===== config.mk =====
export PLATFORM = sky130hd
export DESIGN_NAME = a2bus_event_fifo_flat
export DESIGN_NICKNAME = d
export VERILOG_FILES = /design/src/rtl/a2bus_event_pkg.sv /design/src/rtl/a2bus_event_fifo_if.sv /design/src/rtl/a2bus_event_ram.sv /design/src/rtl/a2bus_event_fifo.sv /design/src/flat_wrapper.sv
export SDC_FILE = /design/constraint.sdc
export NUM_CORES = 1
export LEC_CHECK = 0
export BUFFER_PORTS_ARGS = -buffer_cell sky130_fd_sc_hd__buf_2
export CAP_MARGIN = 20
export CORE_MARGIN = 4
export CORE_UTILIZATION = 40
export CTS_BUF_LIST = sky130_fd_sc_hd__clkbuf_2
export DETAILED_ROUTE_END_ITERATION = 7
export PLACE_DENSITY = 0.58
export SLEW_MARGIN = 20
export SYNTH_ARGS = -nofsm -noshare
export SYNTH_HDL_FRONTEND = slang
export SYNTH_HIERARCHICAL = 1
export SYNTH_SLANG_ARGS = --single-unit

===== constraint.sdc =====
create_clock -name clk_logic_i -period 5.27 [get_ports clk_logic_i]
set_input_delay 1.054 -clock clk_logic_i [delete_from_list [all_inputs] [get_ports clk_logic_i]]
set_output_delay 1.054 -clock clk_logic_i [all_outputs]
set_load 0.1 [all_outputs]

===== src/rtl/a2bus_event_pkg.sv =====
// Shared event record and helpers for the Apple II bus event FIFO.
// An event is {rw_n, addr, data}; read events carry a zero data field.
package a2bus_event_pkg;

  localparam int A2BUS_EVENT_W = 25;

  typedef struct packed {
    logic        rw_n;
    logic [15:0] addr;
    logic [7:0]  data;
  } a2bus_event_t;

  // Value shown on the head outputs straight out of reset.
  localparam a2bus_event_t A2BUS_EVENT_IDLE = '{1'b1, 16'h0000, 8'h00};

  // Upstream never latches read data, so the data field of a read is zeroed.
  function automatic a2bus_event_t make_event(input logic        rw_n,
                                              input logic [15:0] addr,
                                              input logic [7:0]  data);
    a2bus_event_t ev;
    ev.rw_n = rw_n;
    ev.addr = addr;
    ev.data = rw_n ? 8'h00 : data;
    return ev;
  endfunction

  function automatic logic addr_match(input logic [15:0] addr,
                                      input logic [15:0] base,
                                      input logic [15:0] mask);
    return (addr & mask) == (base & mask);
  endfunction

endpackage


===== src/rtl/a2bus_event_fifo_if.sv =====
// Bus-capture side and event-drain side of the event FIFO.
// The FIFO uses the slave modport; the bus front end and card logic use master.
interface a2bus_event_fifo_if;

  logic [15:0] addr_i;
  logic [7:0]  data_i;
  logic        rw_n_i;
  logic        data_in_strobe_i;

  logic        ev_valid_o;
  logic        ev_ready_i;
  logic [15:0] ev_addr_o;
  logic [7:0]  ev_data_o;
  logic        ev_rw_n_o;

  modport slave (
    input  addr_i,
    input  data_i,
    input  rw_n_i,
    input  data_in_strobe_i,
    input  ev_ready_i,
    output ev_valid_o,
    output ev_addr_o,
    output ev_data_o,
    output ev_rw_n_o
  );

  modport master (
    output addr_i,
    output data_i,
    output rw_n_i,
    output data_in_strobe_i,
    output ev_ready_i,
    input  ev_valid_o,
    input  ev_addr_o,
    input  ev_data_o,
    input  ev_rw_n_o
  );

endinterface


===== src/rtl/a2bus_event_ram.sv =====
// DEPTH x 25-bit simple dual-port event storage: one write port, one registered read port.
// The read register doubles as the FIFO head, hence its reset to the idle event.
module a2bus_event_ram
  import a2bus_event_pkg::*;
#(
  parameter int DEPTH = 16
) (
  input  logic                     clk,
  input  logic                     rst_n,
  input  logic                     we,
  input  logic [$clog2(DEPTH)-1:0] waddr,
  input  a2bus_event_t             wdata,
  input  logic                     re,
  input  logic [$clog2(DEPTH)-1:0] raddr,
  output a2bus_event_t             rdata
);

  a2bus_event_t mem [DEPTH];
  a2bus_event_t rdata_reg;

  always_ff @(posedge clk) begin
    if (we) begin
      mem[waddr] <= wdata;
    end
  end

  always_ff @(posedge clk or negedge rst_n) begin
    if (!rst_n) begin
      rdata_reg <= A2BUS_EVENT_IDLE;
    end else if (re) begin
      rdata_reg <= mem[raddr];
    end
  end

  assign rdata = rdata_reg;

endmodule


===== src/rtl/a2bus_event_fifo.sv =====
// Filters qualified Apple II bus cycles by address window and queues them in a
// first-word-fall-through FIFO whose head is the RAM's registered read port.
module a2bus_event_fifo
  import a2bus_event_pkg::*;
#(
  parameter int          DEPTH         = 16,
  parameter logic [15:0] ADDR_BASE     = 16'hC000,
  parameter logic [15:0] ADDR_MASK     = 16'hFF00,
  parameter bit          CAPTURE_READS = 1'b0
) (
  input  logic                   clk_logic_i,
  input  logic                   system_reset_n_i,
  input  logic                   enable_i,
  input  logic                   clear_i,
  a2bus_event_fifo_if.slave      bus,
  output logic [$clog2(DEPTH):0] count_o,
  output logic                   overflow_o,
  output logic [7:0]             drop_count_o
);

  localparam int AW = $clog2(DEPTH);
  localparam int CW = AW + 1;
  localparam logic [CW-1:0] FULL_COUNT = CW'(DEPTH);

  logic [AW-1:0] wr_ptr_reg;
  logic [AW-1:0] rd_ptr_reg;
  logic [CW-1:0] count_reg;
  logic          head_valid_reg;
  logic          overflow_reg;
  logic [7:0]    drop_count_reg;

  logic          match;
  logic          push_req;
  logic          pop;
  logic          full;
  logic          push_ok;
  logic          drop;
  logic          ram_pending;
  logic          load_head;
  a2bus_event_t  wr_event;
  a2bus_event_t  head;

  // count_reg includes the head; anything beyond it still sits in RAM
  // waiting to be read into the head register.
  always_comb begin
    match       = addr_match(bus.addr_i, ADDR_BASE, ADDR_MASK);
    push_req    = enable_i && bus.data_in_strobe_i && match
                  && (!bus.rw_n_i || CAPTURE_READS);
    pop         = head_valid_reg && bus.ev_ready_i;
    full        = (count_reg == FULL_COUNT);
    push_ok     = push_req && (!full || pop);
    drop        = push_req && !push_ok;
    ram_pending = (count_reg != CW'(head_valid_reg));
    load_head   = ram_pending && (!head_valid_reg || pop) && !clear_i;
    wr_event    = make_event(bus.rw_n_i, bus.addr_i, bus.data_i);
  end

  // Reads and writes never share an address: a write to the read slot would
  // need the RAM empty or holding DEPTH entries, and neither can coincide
  // with load_head.
  a2bus_event_ram #(
    .DEPTH (DEPTH)
  ) u_ram (
    .clk   (clk_logic_i),
    .rst_n (system_reset_n_i),
    .we    (push_ok && !clear_i),
    .waddr (wr_ptr_reg),
    .wdata (wr_event),
    .re    (load_head),
    .raddr (rd_ptr_reg),
    .rdata (head)
  );

  always_ff @(posedge clk_logic_i or negedge system_reset_n_i) begin
    if (!system_reset_n_i) begin
      wr_ptr_reg     <= '0;
      rd_ptr_reg     <= '0;
      count_reg      <= '0;
      head_valid_reg <= 1'b0;
      overflow_reg   <= 1'b0;
      drop_count_reg <= 8'h00;
    end else if (clear_i) begin
      wr_ptr_reg     <= '0;
      rd_ptr_reg     <= '0;
      count_reg      <= '0;
      head_valid_reg <= 1'b0;
      overflow_reg   <= 1'b0;
      drop_count_reg <= 8'h00;
    end else begin
      if (push_ok) begin
        wr_ptr_reg <= wr_ptr_reg + AW'(1);
      end
      if (load_head) begin
        rd_ptr_reg <= rd_ptr_reg + AW'(1);
      end

      case ({push_ok, pop})
        2'b10:   count_reg <= count_reg + CW'(1);
        2'b01:   count_reg <= count_reg - CW'(1);
        default: count_reg <= count_reg;
      endcase

      if (load_head) begin
        head_valid_reg <= 1'b1;
      end else if (pop) begin
        head_valid_reg <= 1'b0;
      end

      if (drop) begin
        overflow_reg <= 1'b1;
        if (drop_count_reg != 8'hFF) begin
          drop_count_reg <= drop_count_reg + 8'd1;
        end
      end
    end
  end

  assign bus.ev_valid_o = head_valid_reg;
  assign bus.ev_addr_o  = head.addr;
  assign bus.ev_data_o  = head.data;
  assign bus.ev_rw_n_o  = head.rw_n;

  assign count_o      = count_reg;
  assign overflow_o   = overflow_reg;
  assign drop_count_o = drop_count_reg;

endmodule


===== src/flat_wrapper.sv =====
// flat-port wrapper written by rule: the top's interface ports become plain ports
module a2bus_event_fifo_flat import a2bus_event_pkg::*;
#(
  parameter int          DEPTH         = 16,
  parameter logic [15:0] ADDR_BASE     = 16'hC000,
  parameter logic [15:0] ADDR_MASK     = 16'hFF00,
  parameter bit          CAPTURE_READS = 1'b0
)
  (clk_logic_i, system_reset_n_i, enable_i, clear_i, count_o, overflow_o, drop_count_o, bus_addr_i, bus_data_i, bus_rw_n_i, bus_data_in_strobe_i, bus_ev_ready_i, bus_ev_valid_o, bus_ev_addr_o, bus_ev_data_o, bus_ev_rw_n_o);
  a2bus_event_fifo_if bus_i ();
  input  logic clk_logic_i;
  input  logic system_reset_n_i;
  input  logic enable_i;
  input  logic clear_i;
  output logic [$clog2(DEPTH):0] count_o;
  output logic overflow_o;
  output logic [7:0] drop_count_o;
  input wire logic [$bits(bus_i.addr_i)-1:0] bus_addr_i;
  input wire logic [$bits(bus_i.data_i)-1:0] bus_data_i;
  input wire logic [$bits(bus_i.rw_n_i)-1:0] bus_rw_n_i;
  input wire logic [$bits(bus_i.data_in_strobe_i)-1:0] bus_data_in_strobe_i;
  input wire logic [$bits(bus_i.ev_ready_i)-1:0] bus_ev_ready_i;
  output wire logic [$bits(bus_i.ev_valid_o)-1:0] bus_ev_valid_o;
  output wire logic [$bits(bus_i.ev_addr_o)-1:0] bus_ev_addr_o;
  output wire logic [$bits(bus_i.ev_data_o)-1:0] bus_ev_data_o;
  output wire logic [$bits(bus_i.ev_rw_n_o)-1:0] bus_ev_rw_n_o;
  assign bus_i.addr_i = bus_addr_i;
  assign bus_i.data_i = bus_data_i;
  assign bus_i.rw_n_i = bus_rw_n_i;
  assign bus_i.data_in_strobe_i = bus_data_in_strobe_i;
  assign bus_i.ev_ready_i = bus_ev_ready_i;
  assign bus_ev_valid_o = bus_i.ev_valid_o;
  assign bus_ev_addr_o = bus_i.ev_addr_o;
  assign bus_ev_data_o = bus_i.ev_data_o;
  assign bus_ev_rw_n_o = bus_i.ev_rw_n_o;
  a2bus_event_fifo #(.DEPTH(DEPTH), .ADDR_BASE(ADDR_BASE), .ADDR_MASK(ADDR_MASK), .CAPTURE_READS(CAPTURE_READS)) u_core (.clk_logic_i(clk_logic_i), .system_reset_n_i(system_reset_n_i), .enable_i(enable_i), .clear_i(clear_i), .bus(bus_i), .count_o(count_o), .overflow_o(overflow_o), .drop_count_o(drop_count_o));
endmodule

==> results of run 1 <==
[kinds of logic (layout without fill, tap and decap cells)]
family,Yosys count,in the layout
flip-flops,448,448
buffers and inverters,46,307
adder cells (fa/ha/maj),7,7
XOR/XNOR,10,10
AO/OA/AOI/OAI,70,70
other,0,1
multiplexers,133,133
AND/OR/NAND/NOR,126,126
[how the worst max path moves through the flow]
stage,to,start,cells past startpoint
after floorplan,u_core/u_ram/mem[0][0],u_core/count_o[0],6
after global placement,u_core/u_ram/mem[7][11],bus_addr_i[8],8
after detailed placement,u_core/u_ram/mem[7][9],bus_addr_i[8],8
after CTS,bus_ev_rw_n_o,u_core/u_ram/rdata[24],1
after global routing,u_core/u_ram/mem[1][4],u_core/count_o[0],6
final,u_core/u_ram/mem[7][11],bus_addr_i[8],8
[synthesized netlist by cell type (3+ instances only)]
| cell | count | area share, % |
|---|---|---|
| sky130_fd_sc_hd__edfxtp_1 | 400 | 67 |
| sky130_fd_sc_hd__ha_1 | 6 | 0.42 |
| sky130_fd_sc_hd__nand3_1 | 6 | 0.17 |
| sky130_fd_sc_hd__nor3_4 | 3 | 0.27 |
| sky130_fd_sc_hd__and2b_1 | 4 | 0.17 |
| sky130_fd_sc_hd__xor2_1 | 3 | 0.15 |
| sky130_fd_sc_hd__clkbuf_1 | 7 | 0.15 |
| sky130_fd_sc_hd__nor2_1 | 59 | 1.2 |
| sky130_fd_sc_hd__buf_2 | 11 | 0.31 |
| sky130_fd_sc_hd__o22ai_1 | 25 | 0.87 |
| sky130_fd_sc_hd__and2_1 | 3 | 0.10 |
| sky130_fd_sc_hd__xnor2_1 | 7 | 0.34 |
| sky130_fd_sc_hd__nor2b_1 | 9 | 0.31 |
| sky130_fd_sc_hd__mux4_1 | 19 | 2.8 |
| sky130_fd_sc_hd__nand2b_1 | 5 | 0.17 |
| sky130_fd_sc_hd__mux2i_1 | 30 | 1.7 |
| sky130_fd_sc_hd__nor4_2 | 3 | 0.21 |
| sky130_fd_sc_hd__a221oi_2 | 25 | 2.1 |
| sky130_fd_sc_hd__buf_12 | 8 | 0.90 |
| sky130_fd_sc_hd__dfrtp_1 | 47 | 6.6 |
| sky130_fd_sc_hd__nor3_1 | 5 | 0.14 |
| sky130_fd_sc_hd__nand2_1 | 9 | 0.19 |
| sky130_fd_sc_hd__inv_1 | 3 | 0.063 |
| sky130_fd_sc_hd__buf_6 | 9 | 0.57 |
| sky130_fd_sc_hd__buf_4 | 5 | 0.21 |
| sky130_fd_sc_hd__a21oi_1 | 10 | 0.28 |
| sky130_fd_sc_hd__mux4_2 | 81 | 10 |
[cell type report]
type / count / share of cell area, %
Clock inverter: 34 / 0.864
Sequential cell: 448 / 66.2
Tap cell: 592 / 3.71
Antenna cell: 1 / 0.0125
Multi-Input combinational cell: 346 / 22.0
Timing Repair Buffer: 99 / 2.92
Clock buffer: 171 / 4.28
Inverter: 3 / 0.0564
[timing repair]
item                      4_1_cts  5_1_grt
hold endpoints to repair       15        0
hold buffers                    1        0
resized for setup               0        0
[power groups by stage]
stage / Combinational (mW) / Sequential, mW / Clock (mW)
2_1_floorplan: 0.802 / 4.83 / 0
3_3_place_gp: 1.78 / 4.18 / 0
3_5_place_dp: 1.79 / 4.18 / 0
4_1_cts: 1.79 / 4.10 / 2.40
5_1_grt: 1.85 / 4.12 / 2.62
6_report: 1.76 / 4.10 / 2.29
[placed cells by master (no fill, tap or decap), types with 9 or more instances in the layout]
| cell | n |
|---|---|
| sky130_fd_sc_hd__a21oi_1 | 10 |
| sky130_fd_sc_hd__a221oi_2 | 25 |
| sky130_fd_sc_hd__buf_2 | 70 |
| sky130_fd_sc_hd__buf_4 | 27 |
| sky130_fd_sc_hd__clkbuf_2 | 171 |
| sky130_fd_sc_hd__clkinv_1 | 25 |
| sky130_fd_sc_hd__dfrtp_1 | 44 |
| sky130_fd_sc_hd__edfxtp_1 | 400 |
| sky130_fd_sc_hd__mux2i_1 | 30 |
| sky130_fd_sc_hd__mux4_1 | 19 |
| sky130_fd_sc_hd__mux4_2 | 81 |
| sky130_fd_sc_hd__nand2_1 | 9 |
| sky130_fd_sc_hd__nor2_1 | 46 |
| sky130_fd_sc_hd__nor2_4 | 13 |
| sky130_fd_sc_hd__o22ai_1 | 25 |
[metal layers]
metal	global-route usage [%]	wire (um)	vias to the layer above	part of all wire [%]
li1	-	-	3928	-
met1	22.4	17000	4654	44
met2	26.9	19300	220	50
met3	3.96	1770	58	4.6
met4	5.44	742	0	1.9
met5	0	0	-	0
[stage by stage]
stage / instance area (sq um) / hold WS, ns / util, % / power (mW)
floorplan: 17900 / 0.524 / - / 5.63
global placement: 18900 / 0.484 / 42.8 / 5.96
detailed placement: 18900 / 0.491 / 42.8 / 5.97
CTS: 20000 / 0.215 / 45.2 / 8.29
global route: 20000 / 0.226 / 45.2 / 8.59
finish: 20000 / 0.381 / 45.2 / 8.15
==> impl_summary.md, run 1 <==
Clocking
The TritonCTS clock tree is built. The number of sinks driven by the clock tree is 448. The clock-pin slew of the registers on the worst-case setup and hold paths is around 0.10 ns. The cell at the root of the clock tree is sky130_fd_sc_hd__clkbuf_2.

Counting along the longest clock path gives a buffer depth of 3. The TritonCTS buffer count is 114. The later-pin clock latency in the skew report is around 1.1 ns. The buffer count from post-CTS setup fixing is 0. The number of levels in the clock H-tree is 3.

Placement
Prior to clock tree synthesis, the placed netlist has a worst setup slack of approximately 1.1 ns. The placer's final routability congestion estimate is 0.732. The wire-length estimate of the detail-placed layout is ~22000 um.

The number of placed instances, taps included, is 1487. The number of port buffers is 70.

Layout
After the flow finishes, the layout carries non-filler instances totaling between 1500 and 2000. The share of final-layout standard cells stronger than drive strength 1 is 39.2%. The area taken by flip-flops and latches is between 0.01 and 0.015 sq mm. The filler cell count in the final layout is approximately 3800.

The area growth from synthesis to layout is 11.7%. Summing all multi-input logic gate instances after layout gives roughly 0.0044 sq mm. The final layout contains ~1100 nets. The flip-flop count of the largest register, all copies and words added is 400.

Run
Max-cap violations in this run came to 0.

Global routing
Entering global routing, the biggest net connects 51 pins. The all-layer global routing usage is ~17%. The via count of the first global-routing pass is roughly 9400. For this run the aggregate overflow at the end of global routing stands at 0. The number of antenna violations at the first check in global routing is 1. The wire length of the first global-routing pass is 59100 um.

Logic synthesis
The number of enable-type register cells in the synthesized netlist is 400. The portion of synthesized area spent on multiplexers is 14.9%. The synthesized-area fraction occupied by and/or/nand/nor cells is under 10%. For this run, the number of Yosys warnings is 6. After synthesis, the mean cell area works out to ~21 sq um. Counting every net in the synthesized netlist gives approximately 880. Summing the areas of all compound-gate instances in the mapped netlist gives between 3 and 4% of the synthesized area. In the synthesized netlist, the number of instances is 840.

The leading register cell type out of synthesis is sky130_fd_sc_hd__edfxtp_1. Sequential cells were found to cover between 70% and 80% of the synthesized design area. Summing every instance area after synthesis gives around 0.018 sq mm. The synthesis-stage register bit count is roughly 450. The adder-cell share of the synthesized area is 0.532%. The distinct cell type count of the synthesized netlist is 58. The fraction of registers with async set or reset after synthesis is between 10 and 15%. The synthesized netlist devotes less than 1% of its cell area to XOR and XNOR gates. By area, the combinational part of the netlist is dominated by multiplexers.

Worst setup path
The number of buffer and inverter instances along the worst setup path is 2. For flop-to-flop paths, the worst setup slack is between 2 and 2.5 ns. Walking the worst path, the cells encountered are buf_2, nor4_2, nand4_2, nor2b_2, nor2b_1, nand3b_1, nor2_4, buf_4. At the worst endpoint, the arrival time is approximately 3.9 ns. The endpoint of the worst register-to-register path is u_core/u_ram/mem[7][11]. The worst setup path is launched from an input port. The data required time at the worst endpoint is ~6 ns. Among all stages on the critical path, the largest delay is contributed by sky130_fd_sc_hd__nor2_4.

Grouping stages by cell kind, the critical path spends the most delay in simple AND/OR/NAND/NOR gates. On the worst path, the slowest cell contributes a delay of 0.77 ns. The launching point of the worst reg2reg path is u_core/count_o[0]. STA classifies the critical path endpoint as a flip-flop. For the worst flop-to-flop path, the logic depth is 7. The largest fanout on the critical path is 18. The critical path is of the in -> reg type.

Power and ir drop
The fraction of power consumed by sequential logic is roughly 50%. The worst-case IR drop observed on VDD is 0.226 mV. The proportion of total power due to net switching is between 30% and 40%. The analysis attributes to cell leakage a power of between 6 and 7 nW. The proportion of power drawn by combinational gates is a little over a fifth. The total power per unit cell area is 408 mW/mm^2.

The net switching power is ~2.8 mW. Internal power comes to around 5.4 mW. The clock network fraction of total power is between 20% and 30%.

Min path
The path type of the worst min-delay path is in -> reg. For hold timing, the worst endpoint is u_core/u_ram/mem[8][20]. The worst hold path begins at bus_addr_i[12]. The number of cells on the worst hold path is 1.

STA
Static timing analysis puts the maximum clock frequency at about 320 MHz. The worst slew margin relative to its limit is 28.5%. The worst path meets setup with 2.11 ns of slack.

Setup violations remaining at the end of the flow were counted as 0. Setup repair after global routing left no endpoint under its margin. The total count of hold-check failures in the final report was 0. The worst path needs 3.16 ns of the cycle, external delays included. The share of the clock period used by the worst path is between 50% and 60%. The measured slew at the worst slew-check pin is approximately 1.1 ns.

The clock skew after layout is ~0.072 ns. The number of max-slew violations in the final report was 0. The total negative slack for setup checks is 0 ns.

Detailed routing
In the routed design, unresolved DRC markers number 0. After detailed routing, the average wire length per cell comes to around 23 um. The routed wire length is ~39000 um. Before antenna repair, the detailed router went through 4 iterations.

The via count is between 8000 and 9000. In this run the remaining antenna-violating nets after routing total 0. The detail-routed via count per cell is about 5.2. The count of routing violations after the opening detailed-route iteration is 700.

Die
The initial standard-cell utilization of the core is 40.5%. The die covers ~0.048 sq mm. The die boundary width is 219 um. Row generation in the floorplan step produced 77 rows. The floorplan step set the die height to 219 um. During I/O placement, the number of pins put on the boundary was slightly above 70. The region available for standard cell placement spans approximately 0.044 sq mm.

Run status
The flow ran to the end, and the final reports show no timing, DRC or antenna violations.
No activity file was read; power rests on OpenSTA's default activity.
==> inputs of run 2 (changes only) <==
--- a/config.mk
+++ b/config.mk
@@ -11,7 +11,7 @@
 export CORE_UTILIZATION = 40
 export CTS_BUF_LIST = sky130_fd_sc_hd__clkbuf_2
 export DETAILED_ROUTE_END_ITERATION = 7
-export PLACE_DENSITY = 0.58
+export PLACE_DENSITY = 0.6
 export SLEW_MARGIN = 20
 export SYNTH_ARGS = -nofsm -noshare
 export SYNTH_HDL_FRONTEND = slang
==> constraint.sdc (replaced) <==
create_clock -name clk_logic_i -period 2.78 [get_ports clk_logic_i]
set_input_delay 0.556 -clock clk_logic_i [delete_from_list [all_inputs] [get_ports clk_logic_i]]
set_output_delay 0.556 -clock clk_logic_i [all_outputs]
set_load 0.1 [all_outputs]
==> impl_summary.md, run 2 (same netlist as run 1, synthesis figures left out) <==
Worst setup path
The launch point of the worst path is u_core/count_o[1] (was bus_addr_i[8]). The reg2reg setup slack was 0.38 ns (was 2.19 ns). The kind of cell adding the most delay to the critical path is flip-flops (was simple AND/OR/NAND/NOR gates). The number of buffer and inverter instances along the worst setup path is 1 (was 2). The number of gates on the worst path with buffers counted is 1 (was 8). Cell Chain, Critical Path: buf_2 (was buf_2, nor4_2, nand4_2, nor2b_2, nor2b_1, nand3b_1, nor2_4, buf_4).

The data required time at the worst endpoint is 2.22 ns (was 6.02 ns). The type of origin of the critical path is a flip-flop (was input port). The worst reg2reg path depth is 7 (unchanged).

The endpoint of the worst register-to-register path is u_core/u_ram/mem[0][7] (was u_core/u_ram/mem[7][11]). The kind of critical path is reg -> out (was in -> reg). The largest fanout on the critical path came to 6 (was 18). The critical path data arrival time is 2.04 ns (was 3.92 ns). The last element of the critical path is count_o[1] (was u_core/u_ram/mem[7][11]). The capturing element type of the critical path is an output pin (was flip-flop). The cell type of the slowest stage on the worst timing path is sky130_fd_sc_hd__dfrtp_4 (was sky130_fd_sc_hd__nor2_4).

The stage delay of the slowest cell on the critical path is 0.50 ns (was 0.77 ns). The launching point of the worst reg2reg path is u_core/bus.ev_valid_o (was u_core/count_o[0]).

Clocking
The cell at the root of the clock tree was sky130_fd_sc_hd__clkbuf_2 (unchanged). The clock tree buffer depth came to 3 (unchanged). The TritonCTS clock tree was built (unchanged). The TritonCTS buffer count is 109 (was 114).

The number of levels in the clock H-tree is 3 (unchanged). The later-pin clock latency in the skew report came to 1.08 ns (was 1.05 ns). The clock-pin slew of the registers on the worst-case setup and hold paths is 0.11 ns (was 0.10 ns). The number of sinks driven by the clock tree is 448 (unchanged).

Detailed routing
The count of routing violations after the opening detailed-route iteration was 584 (was 700). The number of iterations in the first detailed-routing pass is 5 (was 4). The routed wire length is 39300 um (was 38800 um). The routed length per instance came to 22.4 um (was 22.9 um). The detail-routed via count per cell is 5.20 (was 5.23). The total DRC errors in the routed layout was 0 (unchanged).

The final antenna-violating net count is 0 (unchanged). The via count is 9139 (was 8860).

Power and ir drop
The reported leakage power is 6.99 nW (was 6.65 nW). The total power per unit cell area is 742 mW/mm^2 (was 408 mW/mm^2). The worst-case vdd ir drop came to 0.370 mV (was 0.226 mV).

Die
The die boundary width is 219 um (unchanged). The overall die height came to 219 um (unchanged). The top-level port count is 71 (unchanged).

The floorplan die area is 0.0482 sq mm (unchanged). The total number of placement rows is 77 (unchanged). The core box area came to 0.0442 sq mm (unchanged). The initial standard-cell utilization of the core is 40.5% (unchanged).

Min path
The path type of the worst min-delay path is in -> reg (unchanged).

Global routing
The largest net degree at the start of global routing came to 51 (unchanged). The global route total overflow is 0 (unchanged). The number of antenna violations at the first check in global routing is 2 (was 1).

The wire length of the first global-routing pass is 59600 um (was 59100 um). The all-layer global routing usage was 16.8% (was 16.6%). The via count of the first global-routing pass came to 9733 (was 9436).

Layout
The share of final-layout standard cells stronger than drive strength 1 is 41.3% (was 39.2%). The filler cell count in the final layout is 3788 (was 3802). Leading cell types in the layout, fill and taps excluded: sky130_fd_sc_hd__edfxtp_1 (400), sky130_fd_sc_hd__clkbuf_2 (165), sky130_fd_sc_hd__mux4_2 (81) (was sky130_fd_sc_hd__edfxtp_1 (400), sky130_fd_sc_hd__clkbuf_2 (171), sky130_fd_sc_hd__mux4_2 (81)). The layout net count came to 1118 (was 1050). The leading cell type in the layout, fill and taps excluded is sky130_fd_sc_hd__edfxtp_1 (unchanged). The area growth from synthesis to final layout is 16.8% (was 11.7%). The final non-filler cell area is 0.0209 sq mm (was 0.0200 sq mm). The flip-flop count of the largest register, all copies and words added was 400 (unchanged).

STA
The measured slew at the worst slew-check pin is 0.836 ns (was 1.07 ns). The number of setup violations in the final report is 0 (unchanged). For this run, the top clock speed supported by timing is approximately 390 MHz. The worst hold slack is 0.204 ns (was 0.381 ns). Dividing the final minimum period by the clock period gives between 90 and 100%. The minimum period implied by the final worst setup slack is between 2 and 3 ns.

RSZ-0062 raised after global routing: no (unchanged). The clock skew after layout is 0.108 ns (was 0.0716 ns). The total count of hold-check failures in the final report came to 0 (unchanged).

The number of max-slew violations in the final report is 0 (unchanged). The worst slew margin relative to its limit came to 44.3% (was 28.5%).

Placement
The number of port buffers is 70 (unchanged). The placer's final routability congestion estimate is 0.744 (was 0.732). The standard cell area after detailed placement came to 0.0196 sq mm (was 0.0189 sq mm). The HPWL reported at the end of detailed placement is 23300 um (was 22400 um).

Run
The max-capacitance violation count is 0 (unchanged).

Run status
Result of the run: finished clean (unchanged).
-- run 2: changes by cell type in the layout (fill, tap and decap cells not counted), moves of 6 or more --
cell / before / now
sky130_fd_sc_hd__dfrtp_1: 44 / 38
sky130_fd_sc_hd__clkbuf_2: 171 / 165
sky130_fd_sc_hd__clkinv_1: 25 / 16
sky130_fd_sc_hd__dlygate4sd3_1: 1 / 28
sky130_fd_sc_hd__buf_12: 1 / 24
sky130_fd_sc_hd__buf_4: 27 / 50
-- run 2: what timing repair did --
action / CTS / global route
gates resized for setup: 0 / 1
hold buffers: 28 / 0
setup endpoints to repair: 0 / 1
hold endpoints to repair: 389 / 0
setup buffers: 0 / 0
-- run 2: worst register-to-register path: stages, from the launching register on --
cell and delay [ns]:
sky130_fd_sc_hd__dfrtp_4 0.44, sky130_fd_sc_hd__nand2_1 0.15, sky130_fd_sc_hd__nand4_4 0.14, sky130_fd_sc_hd__nor2b_2 0.17, sky130_fd_sc_hd__nor2b_4 0.18, sky130_fd_sc_hd__or3b_4 0.47, sky130_fd_sc_hd__nor3_4 0.24, sky130_fd_sc_hd__buf_12 0.23
-- run 2: how the worst min path moves through the flow --
stage	start	to	slack, ns	depth (start not counted)
after global placement	u_core/overflow_o	u_core/overflow_o	0.48	2
final	bus_data_i[2]	u_core/u_ram/mem[11][2]	0.20	2
after detailed placement	u_core/overflow_o	u_core/overflow_o	0.49	2
after CTS	bus_data_i[2]	u_core/u_ram/mem[7][2]	0.05	2
after floorplan	system_reset_n_i	u_core/count_o[2]	0.26	0
after global routing	bus_data_i[2]	u_core/u_ram/mem[7][2]	0.1	2
-- run 2: cell type report --
class / instances / area (sq um) / area share, %
Sequential cell: 448 / 13200 / 63.3
Multi-Input combinational cell: 346 / 4430 / 21.2
Timing Repair Buffer: 172 / 1490 / 7.11
Clock buffer: 165 / 826 / 3.95
Tap cell: 592 / 741 / 3.54
Clock inverter: 28 / 160 / 0.766
Inverter: 3 / 11.3 / 0.0539
Antenna cell: 2 / 5.00 / 0.0240
-- run 2: layer usage --
layer	part of all wire, %	GRT usage [%]	wire [um]
met2	46	25.5	18300
met1	47	24.2	18500
met5	0	0	0
met4	1.6	5.46	619
met3	5.0	3.86	1970
-- run 2: power breakdown --
group	internal [mW]	switching, mW
Combinational	1.06	2.43
Clock	1.68	2.55
Sequential	7.53	0.254
-- run 2: metrics by stage --
step	setup slack (ns)	TNS (ns)	cells	util [%]	total power, mW
after global placement	0.0283	0	1533	44.4	11.4
after detailed placement	-0.0119	-0.225	1533	44.4	11.4
after floorplan	-0.182	-4.55	840	-	10.7
after global routing	0.00409	0	1756	47.3	16.3
after CTS	0.0192	0	1754	47.2	15.8
final	0.188	0	1756	47.3	15.5
